### config.mk
export PLATFORM = sky130hd
export DESIGN_NAME = md_issue_scheduler_flat
export DESIGN_NICKNAME = d
export VERILOG_FILES = /design/src/rtl/md_issue_scheduler_pkg.sv /design/src/rtl/md_issue_scheduler_if.sv /design/src/rtl/md_issue_scheduler_ring.sv /design/src/rtl/md_issue_scheduler.sv /design/src/flat_wrapper.sv
export SDC_FILE = /design/constraint.sdc
export NUM_CORES = 1
export LEC_CHECK = 0
export ABC_AREA = 1
export ABC_CLOCK_PERIOD_IN_PS = 5900
export CAP_MARGIN = 20
export CORE_MARGIN = 2
export CORE_UTILIZATION = 39
export DETAILED_ROUTE_END_ITERATION = 16
export MAX_ROUTING_LAYER = met4
export SETUP_SLACK_MARGIN = 0.02
export SLEW_MARGIN = 10
export SYNTH_ARGS = -nofsm -noshare
export SYNTH_HDL_FRONTEND = slang
export SYNTH_SLANG_ARGS = --single-unit
### constraint.sdc
create_clock -name clk -period 5.9 [get_ports clk]
set_input_delay 0.885 -clock clk [delete_from_list [all_inputs] [get_ports clk]]
set_output_delay 0.885 -clock clk [all_outputs]
set_load 0.05 [all_outputs]
### src/rtl/md_issue_scheduler_pkg.sv
// Shared constants and slot type for the MD issue scheduler.
package md_issue_scheduler_pkg;
  localparam int DEF_MUL_LAT   = 3;
  localparam int DEF_DIV_LAT   = 32;
  localparam int DEF_WAKE_LEAD = 1;
  localparam int TAG_W         = 5;
  localparam int IDX_W         = 3;
  localparam int INF_W         = 6;

  typedef struct packed {
    logic             v;
    logic [TAG_W-1:0] tag;
  } slot_t;
endpackage

### src/rtl/md_issue_scheduler_if.sv
// Select/launch/writeback signals between the MD issue queue and the scheduler.
interface md_issue_scheduler_if import md_issue_scheduler_pkg::*; ();
  logic             flush;
  logic             sel_en;
  logic [IDX_W-1:0] sel_num;
  logic             sel_is_div;
  logic [TAG_W-1:0] sel_dst;
  logic             sel_ack;
  logic [IDX_W-1:0] ack_num;
  logic             mul_ok;
  logic             div_ok;
  logic             fu_start;
  logic             fu_is_div;
  logic             fu_kill;
  logic             wakeup_en;
  logic [TAG_W-1:0] wakeup_reg;
  logic             wb_valid;
  logic [TAG_W-1:0] wb_reg;
  logic [INF_W-1:0] inflight;

  modport master (
    output flush, sel_en, sel_num, sel_is_div, sel_dst,
    input  sel_ack, ack_num, mul_ok, div_ok, fu_start, fu_is_div, fu_kill,
           wakeup_en, wakeup_reg, wb_valid, wb_reg, inflight
  );

  modport slave (
    input  flush, sel_en, sel_num, sel_is_div, sel_dst,
    output sel_ack, ack_num, mul_ok, div_ok, fu_start, fu_is_div, fu_kill,
           wakeup_en, wakeup_reg, wb_valid, wb_reg, inflight
  );
endinterface

### src/rtl/md_issue_scheduler_ring.sv
// Writeback reservation ring: slot[k] holds the result due k cycles from now.
module md_issue_scheduler_ring
  import md_issue_scheduler_pkg::*;
#(
  parameter  int DEPTH    = DEF_DIV_LAT,
  parameter  int MUL_TAP  = DEF_MUL_LAT,
  parameter  int WAKE_TAP = DEF_WAKE_LEAD,
  localparam int IW       = $clog2(DEPTH + 1)
) (
  input  logic             clk,
  input  logic             rst,
  input  logic             clr,
  input  logic             wr_en,
  input  logic [IW-1:0]    wr_idx,
  input  logic [TAG_W-1:0] wr_tag,
  output slot_t            head_o,
  output slot_t            wake_o,
  output logic             mul_tap_v_o,
  output logic             div_tap_v_o
);
  slot_t [DEPTH:0] slot_q, slot_d;

  always_comb begin
    for (int k = 0; k < DEPTH; k++) slot_d[k] = slot_q[k+1];
    slot_d[DEPTH] = '0;
    // The write lands on a slot the accept check proved empty after the shift.
    if (wr_en) slot_d[wr_idx] = '{v: 1'b1, tag: wr_tag};
  end

  always_ff @(posedge clk) begin
    if (rst || clr) begin
      slot_q <= '0;
    end else begin
      if (wr_en) assert (!slot_q[wr_idx + 1'b1].v);
      slot_q <= slot_d;
    end
  end

  assign head_o      = slot_q[0];
  assign wake_o      = slot_q[WAKE_TAP];
  assign mul_tap_v_o = slot_q[MUL_TAP].v;
  assign div_tap_v_o = slot_q[DEPTH].v;
endmodule

### src/rtl/md_issue_scheduler.sv
// Accept logic, divider occupancy, in-flight count and kill for the shared MD unit.
module md_issue_scheduler
  import md_issue_scheduler_pkg::*;
#(
  parameter int MUL_LAT   = DEF_MUL_LAT,
  parameter int DIV_LAT   = DEF_DIV_LAT,
  parameter int WAKE_LEAD = DEF_WAKE_LEAD
) (
  input logic                 clk,
  input logic                 rst,
  md_issue_scheduler_if.slave bus
);
  localparam int IW = $clog2(DIV_LAT + 1);
  localparam int CW = $clog2(DIV_LAT);

  logic [CW-1:0]    div_cnt_q, div_cnt_d;
  logic [INF_W-1:0] inflight_q, inflight_d;
  logic             fu_kill_q;
  slot_t            head, wake;
  logic             mul_busy, div_busy;
  logic             mul_ok, div_ok, ack;
  logic [IW-1:0]    wr_idx;

  assign mul_ok = !bus.flush && !mul_busy;
  assign div_ok = !bus.flush && (div_cnt_q == '0) && !div_busy;
  assign ack    = bus.sel_en && (bus.sel_is_div ? div_ok : mul_ok);
  assign wr_idx = bus.sel_is_div ? IW'(DIV_LAT - 1) : IW'(MUL_LAT - 1);

  md_issue_scheduler_ring #(
    .DEPTH(DIV_LAT), .MUL_TAP(MUL_LAT), .WAKE_TAP(WAKE_LEAD)
  ) u_ring (
    .clk(clk), .rst(rst), .clr(bus.flush),
    .wr_en(ack), .wr_idx(wr_idx), .wr_tag(bus.sel_dst),
    .head_o(head), .wake_o(wake),
    .mul_tap_v_o(mul_busy), .div_tap_v_o(div_busy)
  );

  always_comb begin
    div_cnt_d = div_cnt_q;
    if (ack && bus.sel_is_div) div_cnt_d = CW'(DIV_LAT - 1);
    else if (div_cnt_q != '0)  div_cnt_d = div_cnt_q - 1'b1;
    inflight_d = inflight_q;
    if (ack && !head.v)      inflight_d = inflight_q + 1'b1;
    else if (!ack && head.v) inflight_d = inflight_q - 1'b1;
  end

  always_ff @(posedge clk) begin
    if (rst) begin
      div_cnt_q  <= '0;
      inflight_q <= '0;
      fu_kill_q  <= 1'b0;
    end else begin
      fu_kill_q <= bus.flush;
      if (bus.flush) begin
        div_cnt_q  <= '0;
        inflight_q <= '0;
      end else begin
        div_cnt_q  <= div_cnt_d;
        inflight_q <= inflight_d;
      end
    end
  end

  assign bus.sel_ack    = ack;
  assign bus.ack_num    = ack ? bus.sel_num : '0;
  assign bus.mul_ok     = mul_ok;
  assign bus.div_ok     = div_ok;
  assign bus.fu_start   = ack;
  assign bus.fu_is_div  = ack && bus.sel_is_div;
  assign bus.fu_kill    = fu_kill_q;
  assign bus.wakeup_en  = wake.v;
  assign bus.wakeup_reg = wake.v ? wake.tag : '0;
  assign bus.wb_valid   = head.v;
  assign bus.wb_reg     = head.v ? head.tag : '0;
  assign bus.inflight   = inflight_q;
endmodule

### src/flat_wrapper.sv
// flat-port wrapper written by rule: the top's interface ports become plain ports
module md_issue_scheduler_flat import md_issue_scheduler_pkg::*;
#(
  parameter int MUL_LAT   = DEF_MUL_LAT,
  parameter int DIV_LAT   = DEF_DIV_LAT,
  parameter int WAKE_LEAD = DEF_WAKE_LEAD
)
  (clk, rst, bus_flush, bus_sel_en, bus_sel_num, bus_sel_is_div, bus_sel_dst, bus_sel_ack, bus_ack_num, bus_mul_ok, bus_div_ok, bus_fu_start, bus_fu_is_div, bus_fu_kill, bus_wakeup_en, bus_wakeup_reg, bus_wb_valid, bus_wb_reg, bus_inflight);
  md_issue_scheduler_if bus_i ();
  input logic clk;
  input logic rst;
  input wire logic [$bits(bus_i.flush)-1:0] bus_flush;
  input wire logic [$bits(bus_i.sel_en)-1:0] bus_sel_en;
  input wire logic [$bits(bus_i.sel_num)-1:0] bus_sel_num;
  input wire logic [$bits(bus_i.sel_is_div)-1:0] bus_sel_is_div;
  input wire logic [$bits(bus_i.sel_dst)-1:0] bus_sel_dst;
  output wire logic [$bits(bus_i.sel_ack)-1:0] bus_sel_ack;
  output wire logic [$bits(bus_i.ack_num)-1:0] bus_ack_num;
  output wire logic [$bits(bus_i.mul_ok)-1:0] bus_mul_ok;
  output wire logic [$bits(bus_i.div_ok)-1:0] bus_div_ok;
  output wire logic [$bits(bus_i.fu_start)-1:0] bus_fu_start;
  output wire logic [$bits(bus_i.fu_is_div)-1:0] bus_fu_is_div;
  output wire logic [$bits(bus_i.fu_kill)-1:0] bus_fu_kill;
  output wire logic [$bits(bus_i.wakeup_en)-1:0] bus_wakeup_en;
  output wire logic [$bits(bus_i.wakeup_reg)-1:0] bus_wakeup_reg;
  output wire logic [$bits(bus_i.wb_valid)-1:0] bus_wb_valid;
  output wire logic [$bits(bus_i.wb_reg)-1:0] bus_wb_reg;
  output wire logic [$bits(bus_i.inflight)-1:0] bus_inflight;
  assign bus_i.flush = bus_flush;
  assign bus_i.sel_en = bus_sel_en;
  assign bus_i.sel_num = bus_sel_num;
  assign bus_i.sel_is_div = bus_sel_is_div;
  assign bus_i.sel_dst = bus_sel_dst;
  assign bus_sel_ack = bus_i.sel_ack;
  assign bus_ack_num = bus_i.ack_num;
  assign bus_mul_ok = bus_i.mul_ok;
  assign bus_div_ok = bus_i.div_ok;
  assign bus_fu_start = bus_i.fu_start;
  assign bus_fu_is_div = bus_i.fu_is_div;
  assign bus_fu_kill = bus_i.fu_kill;
  assign bus_wakeup_en = bus_i.wakeup_en;
  assign bus_wakeup_reg = bus_i.wakeup_reg;
  assign bus_wb_valid = bus_i.wb_valid;
  assign bus_wb_reg = bus_i.wb_reg;
  assign bus_inflight = bus_i.inflight;
  md_issue_scheduler #(.MUL_LAT(MUL_LAT), .DIV_LAT(DIV_LAT), .WAKE_LEAD(WAKE_LEAD)) u_core (.clk(clk), .rst(rst), .bus(bus_i));
endmodule
### Yosys cells after proc, flatten, opt, wreduce, memory -nomap -nowiden

Index checks and enable logic that the tools add are counted.

| storage, ports and cells | value |
|---|---|
| bits in registers | 210 |
| input bits | 13 |
| word-level logic and storage cells | 108 |
| output and inout bits | 27 |

| operators by class | value |
|---|---|
| add/sub/neg operators | 3 |
| muxes and demuxes | 13 |
| reduce and logical (&&, ||, !) cells | 20 |
| bitwise operators | 1 |
| magnitude comparators | 2 |

Operators with widths:

| cell | number |
|---|---|
| bitwise mux 198 bit | 1 |
| two-way mux 192 bit | 1 |
| demux 6 bit (select 6 bit) | 1 |
| two-way mux 5 bit | 5 |
| two-way mux 6 bit | 3 |
| logical AND 1 bit | 8 |
| < comparator 6 x 7 -> 1 bit, second input constant | 1 |
| adder 6 x 1 -> 6 bit, second input constant | 1 |
| greater-or-equal comparator 6 x 1 -> 1 bit, second input constant | 1 |
| subtractor 6 x 1 -> 6 bit, second input constant | 1 |
| zero test 1 bit | 5 |
| zero test 5 bit | 1 |
| nonzero test 5 bit | 1 |
| subtractor 5 x 1 -> 5 bit, second input constant | 1 |
| nonzero test 2 bit | 2 |
| OR reduction 2 bit | 2 |
| two-way mux 3 bit | 1 |
| logical OR 1 bit | 1 |
| two-way mux 1 bit | 1 |
| NOT 1 bit | 1 |

### Logic depth before layout (Yosys ltp)

| depth | value |
|---|---|
| depth after elaboration | 9 |
| depth in mapped cells | 17 |
| mapped depth without buffers | 17 |

### Cells and area by module

A second synthesis with hierarchy kept.

| second synthesis, totals | value |
|---|---|
| cell total of the unflattened synthesis | 1,185 |
| area total of the unflattened synthesis | 8,360.5 µm² |

Modules (own cells, without submodules):

| module | area each (µm²) | cells an instance | times used | seq. area each (µm²) |
|---|---|---|---|---|
| md_issue_scheduler_ring | 7,444.6 | 1,041 | 1 | 3,963.8 |
| md_issue_scheduler | 915.9 | 144 | 1 | 240.2 |

### Worst setup path before layout

No wires, ideal clock.

| path | value |
|---|---|
| path kind | in2out |
| from | input port bus_flush |
| to | output port bus_ack_num[0] |
| required time | 5.015 ns |
| slack | 1.721 ns |
| buffers on the path | 0 |
| stages on the path | 5 |
| arrival | 3.294 ns |
| cells stage by stage | nor2_1 > nor2_1 > nor2_1 > inv_1 > nor2_1 |

| between the ends | value |
|---|---|
| cells in the longest elaborated chain, start to end | 6 |
| elaborated cells on any way between the ends | 7 |
| those cells by class | 2 x mux; 5 x reduce/logical |

Ends and longest elaborated chain:

| what | RTL line | text |
|---|---|---|
| from (decl) | flat_wrapper.sv:12 | `input wire logic [$bits(bus_i.flush)-1:0] bus_flush;` |
| zero test 1 bit (*) | md_issue_scheduler.sv:24, md_issue_scheduler.sv:25 |  |
| logical AND 1 bit (2 in a row) | md_issue_scheduler.sv:25 | `assign div_ok = !bus.flush && (div_cnt_q == '0) && !div_busy;` |
| two-way mux 1 bit (*) | md_issue_scheduler.sv:26 | `assign ack = bus.sel_en && (bus.sel_is_div ? div_ok : mul_ok);` |
| logical AND 1 bit (*) | md_issue_scheduler.sv:26 |  |
| net bus_fu_start | flat_wrapper.sv:21 | `output wire logic [$bits(bus_i.fu_start)-1:0] bus_fu_start;` |
| two-way mux 3 bit (*) | md_issue_scheduler.sv:65 | `assign bus.ack_num = ack ? bus.sel_num : '0;` |
| to (decl) | flat_wrapper.sv:18 | `output wire logic [$bits(bus_i.ack_num)-1:0] bus_ack_num;` |

The timed path passes the listed nets; every way through them passes the cells marked *.

### Worst setup path in the final report

| path | value |
|---|---|
| from | input port bus_flush |
| to | output port bus_ack_num[2] |

| between the ends | value |
|---|---|
| cells in the longest elaborated chain, start to end | 6 |
| elaborated cells on any way between the ends | 7 |
| those cells by class | 2 x mux; 5 x reduce/logical |

Ends and longest elaborated chain:

| what | RTL line |
|---|---|
| zero test 1 bit (*) | md_issue_scheduler.sv:24, md_issue_scheduler.sv:25 |
| logical AND 1 bit (2 in a row) | md_issue_scheduler.sv:25 |
| two-way mux 1 bit (*) | md_issue_scheduler.sv:26 |
| logical AND 1 bit (*) | md_issue_scheduler.sv:26 |
| two-way mux 3 bit (*) | md_issue_scheduler.sv:65 |

Every way passes the cells marked *; elsewhere a longest branch is shown, timed or not.

==> metrics.csv <==
metric;value;unit
outcome;completed;
remaining_drc_errors;0;
rrSetupSlack;3.10;ns
clock_latency;0.47;ns
drtPass1Iterations;4;
cts-buffers-inserted;21;
finalSetupViolations;0;
hold-worst-slack;0.3993;ns
r2r_end;u_core.bus.inflight[5]$_SDFFE_PP0P_;
ys_ff_latch;204;
cts_tree;done;
syn-cell-area;0.006342;sq mm
maxCapViolCount;0;
synth-xor-area-share;0.6905;%
hold_path_depth;2;
fin_util;47.40;%
fin_setup_tns;0;ns
synth_mux_area_share;0;%
total_power;2.782;mW
yosys_warnings;0;
rr_worst_depth;17;
cts_resized;0;
crit_type;primary input to output pin;
path_cells;clkdlybuf4s50_1 > o21ai_2 > nand2_2 > nor2_1 > inv_1 > nor2_1 > clkdlybuf4s50_1;
place_ws;1.863;ns
grt_max_degree;137;
grt_pass1_vias;3584;
dieHeight;131.5;um
cpLargestDelayFamily;buffers and inverters;
yosys.area_share.adder;1.697;%
cellLeakagePower;2.791;nW
clkTransAtPathRegs;0.06;ns
rows;46;
synth_compound_area_share;2.722;%
rsz0062_at_grt;false;
timing.critical_path.buf_inv;3;
finalCriticalPeriod;4.024;ns
grt_pass1_wl;15720;um
track_usage;11.03;%
worstPathArrival;3.14;ns
vdd_drop_max;0.1702;mV
worstMarginPinSlew;0.9389;ns
syn_inst;739;
ant_nets;0;
worst_setup_path_end_kind;output pin;
grt_overflow;0;
avgViaCountPerCell;3.804;
drive_gt1_share;5.190;%
ys_types;23;
ios;40;
cts.sinks;204;
cts_root_buf;clkbuf_16;
dr_total_vias;3827;
synth_top_family_by_area;buffers and inverters;
syn2layout_area_growth;18.72;%
hold_viol;0;
hold_path_end;u_core.u_ring.slot_q[75]$_SDFF_PP0_;
die-area;0.01730;sq mm
r2r_start;u_core.div_cnt_q[0]$_SDFFE_PP0P_;
yosys.area_share.simple;15.15;%
path_max_fanout;5;
die_w;131.5;um
start_kind;primary input;
cp_slowest_stage_delay;0.81;ns
skew;0.01004;ns
fillCellCount;1575;
finalNetCount;800;
cp_data_required_time;5.02;ns
postCtsSetupRepairBufs;0;
power.density;369.5;mW/mm^2
gp_congestion;0.7765;
slew-limit-headroom;37.41;%
wirelength;8915;um
drt-wirelength-per-cell;8.862;um
period_share;68.20;%
setup_slack;1.876;ns
fmax;248.5;MHz
htreeDepth;1;
worst_path_max_delay_cell;clkdlybuf4s50_1;
holdCritStartpoint;u_core.u_ring.slot_q[81]$_SDFF_PP0_;
holdBufCountCts;0;
hold_class;flop to flop;
antenna_found_initial;0;
drt_iter0_drc;162;
io_buffers;39;
clk_path_buf_depth;3;
diodes;0;
avgSynthCellArea;8.582;sq um
slew_viol_final;0;
coreArea;0.01589;sq mm
post-dp-hpwl;5298;um
initial_core_util;39.93;%
syn_nets;760;
yosysSeqAreaShare;64.39;%
-- synth_stat cells, drive strengths merged --
library cell | instances | area share [%]
a21oi | 16 | 1.3
buf | 18 | 1.6
clkbuf | 5 | 0.30
dfxtp | 204 | 64
fa | 1 | 0.32
ha | 7 | 1.4
inv | 228 | 13
nand2 | 28 | 1.7
nand3 | 5 | 0.59
nand4 | 1 | 0.099
nor2 | 203 | 13
nor3 | 1 | 0.079
o21ai | 17 | 1.5
xnor2 | 4 | 0.55
xor2 | 1 | 0.14
-- cell usage in the layout, fill, tap and decap left out, drive strengths merged --
master / n
bufinv: 1
dfxtp: 204
fa: 1
clkdlybuf4s50: 39
nor3: 1
nand3: 5
nand2: 28
clkbuf: 32
inv: 228
xor2: 1
xnor2: 4
a21oi: 16
o21ai: 17
buf: 1
ha: 7
nand4: 1
clkinv: 1
nor2: 203
-- layer usage --
layer / track usage [%] / vias up / share of wire (%)
met2: 18.24 / 43 / 46
met3: 2.701 / 17 / 4.4
met4: 4.227 / 0 / 2.1
met5: - / - / 0
li1: - / 2112 / -
met1: 13.00 / 1655 / 48
-- power by group --
part / internal [mW] / switching, mW
logic: 0.0599 / 0.112
clock network: 0.734 / 0.479
registers: 1.39 / 0.00936
total: 2.18 / 0.600
-- layout make-up --
class	instances	area, sq um	area share [%]
clock buffer	32	596.8	7.926
clock inverter	2	35.03	0.4653
inverter	228	860.8	11.43
multi-input combinational	284	1285	17.07
sequential	204	4084	54.24
tap	216	270.3	3.589
timing repair buffer	40	397.9	5.284
-- stage by stage --
step / cell area [sq um] / cells
2_1_floorplan: 6342 / 739
3_3_place_gp: 6898 / 972
3_5_place_dp: 6898 / 972
4_1_cts: 7530 / 1006
5_1_grt: 7530 / 1006
6_report: 7530 / 1006
-- sequential cells by signal (all words and copies together) (netlist names) --
name,cells
u_core.u_ring.slot_q,179
u_core.bus.inflight,6
u_core.div_cnt_q,5
u_core.u_ring.mul_tap_v_o,1
u_core.bus.fu_kill,1
u_core.u_ring.head_o,6
u_core.u_ring.wake_o,6
-- worst register-to-register path: stages, from the launching register on --
cell,delay (ns)
dfxtp_1,0.33
inv_1,0.08
ha_1,0.19
nand3_4,0.12
o21ai_2,0.14
nand2_2,0.08
nor2_1,0.38
ha_1,0.31
inv_1,0.11
ha_1,0.36
nand2_1,0.07
inv_1,0.09
nand3_1,0.11
nand3_1,0.09
nand2_1,0.05
nand2_1,0.05
nand2_1,0.04
a21oi_1,0.13
-- worst max-delay path by stage --
stage	cells after the start	start	endpoint	slack (ns)
3_5_place_dp	7	bus_flush	bus_ack_num[2]	1.86
5_1_grt	7	bus_flush	bus_ack_num[2]	1.68
3_3_place_gp	7	bus_flush	bus_ack_num[1]	1.90
2_1_floorplan	5	bus_flush	bus_ack_num[0]	1.72
4_1_cts	7	bus_flush	bus_ack_num[2]	1.85
6_report	7	bus_flush	bus_ack_num[2]	1.88
-- cell families (layout without fill, tap and decap cells) --
family / after synthesis / after routing
fa+ha+maj: 8 / 8
compound gates: 33 / 33
flops: 204 / 204
buf+inv: 251 / 302
simple gates: 238 / 238
xor+xnor: 5 / 5
(Power assumes the default switching activity.)
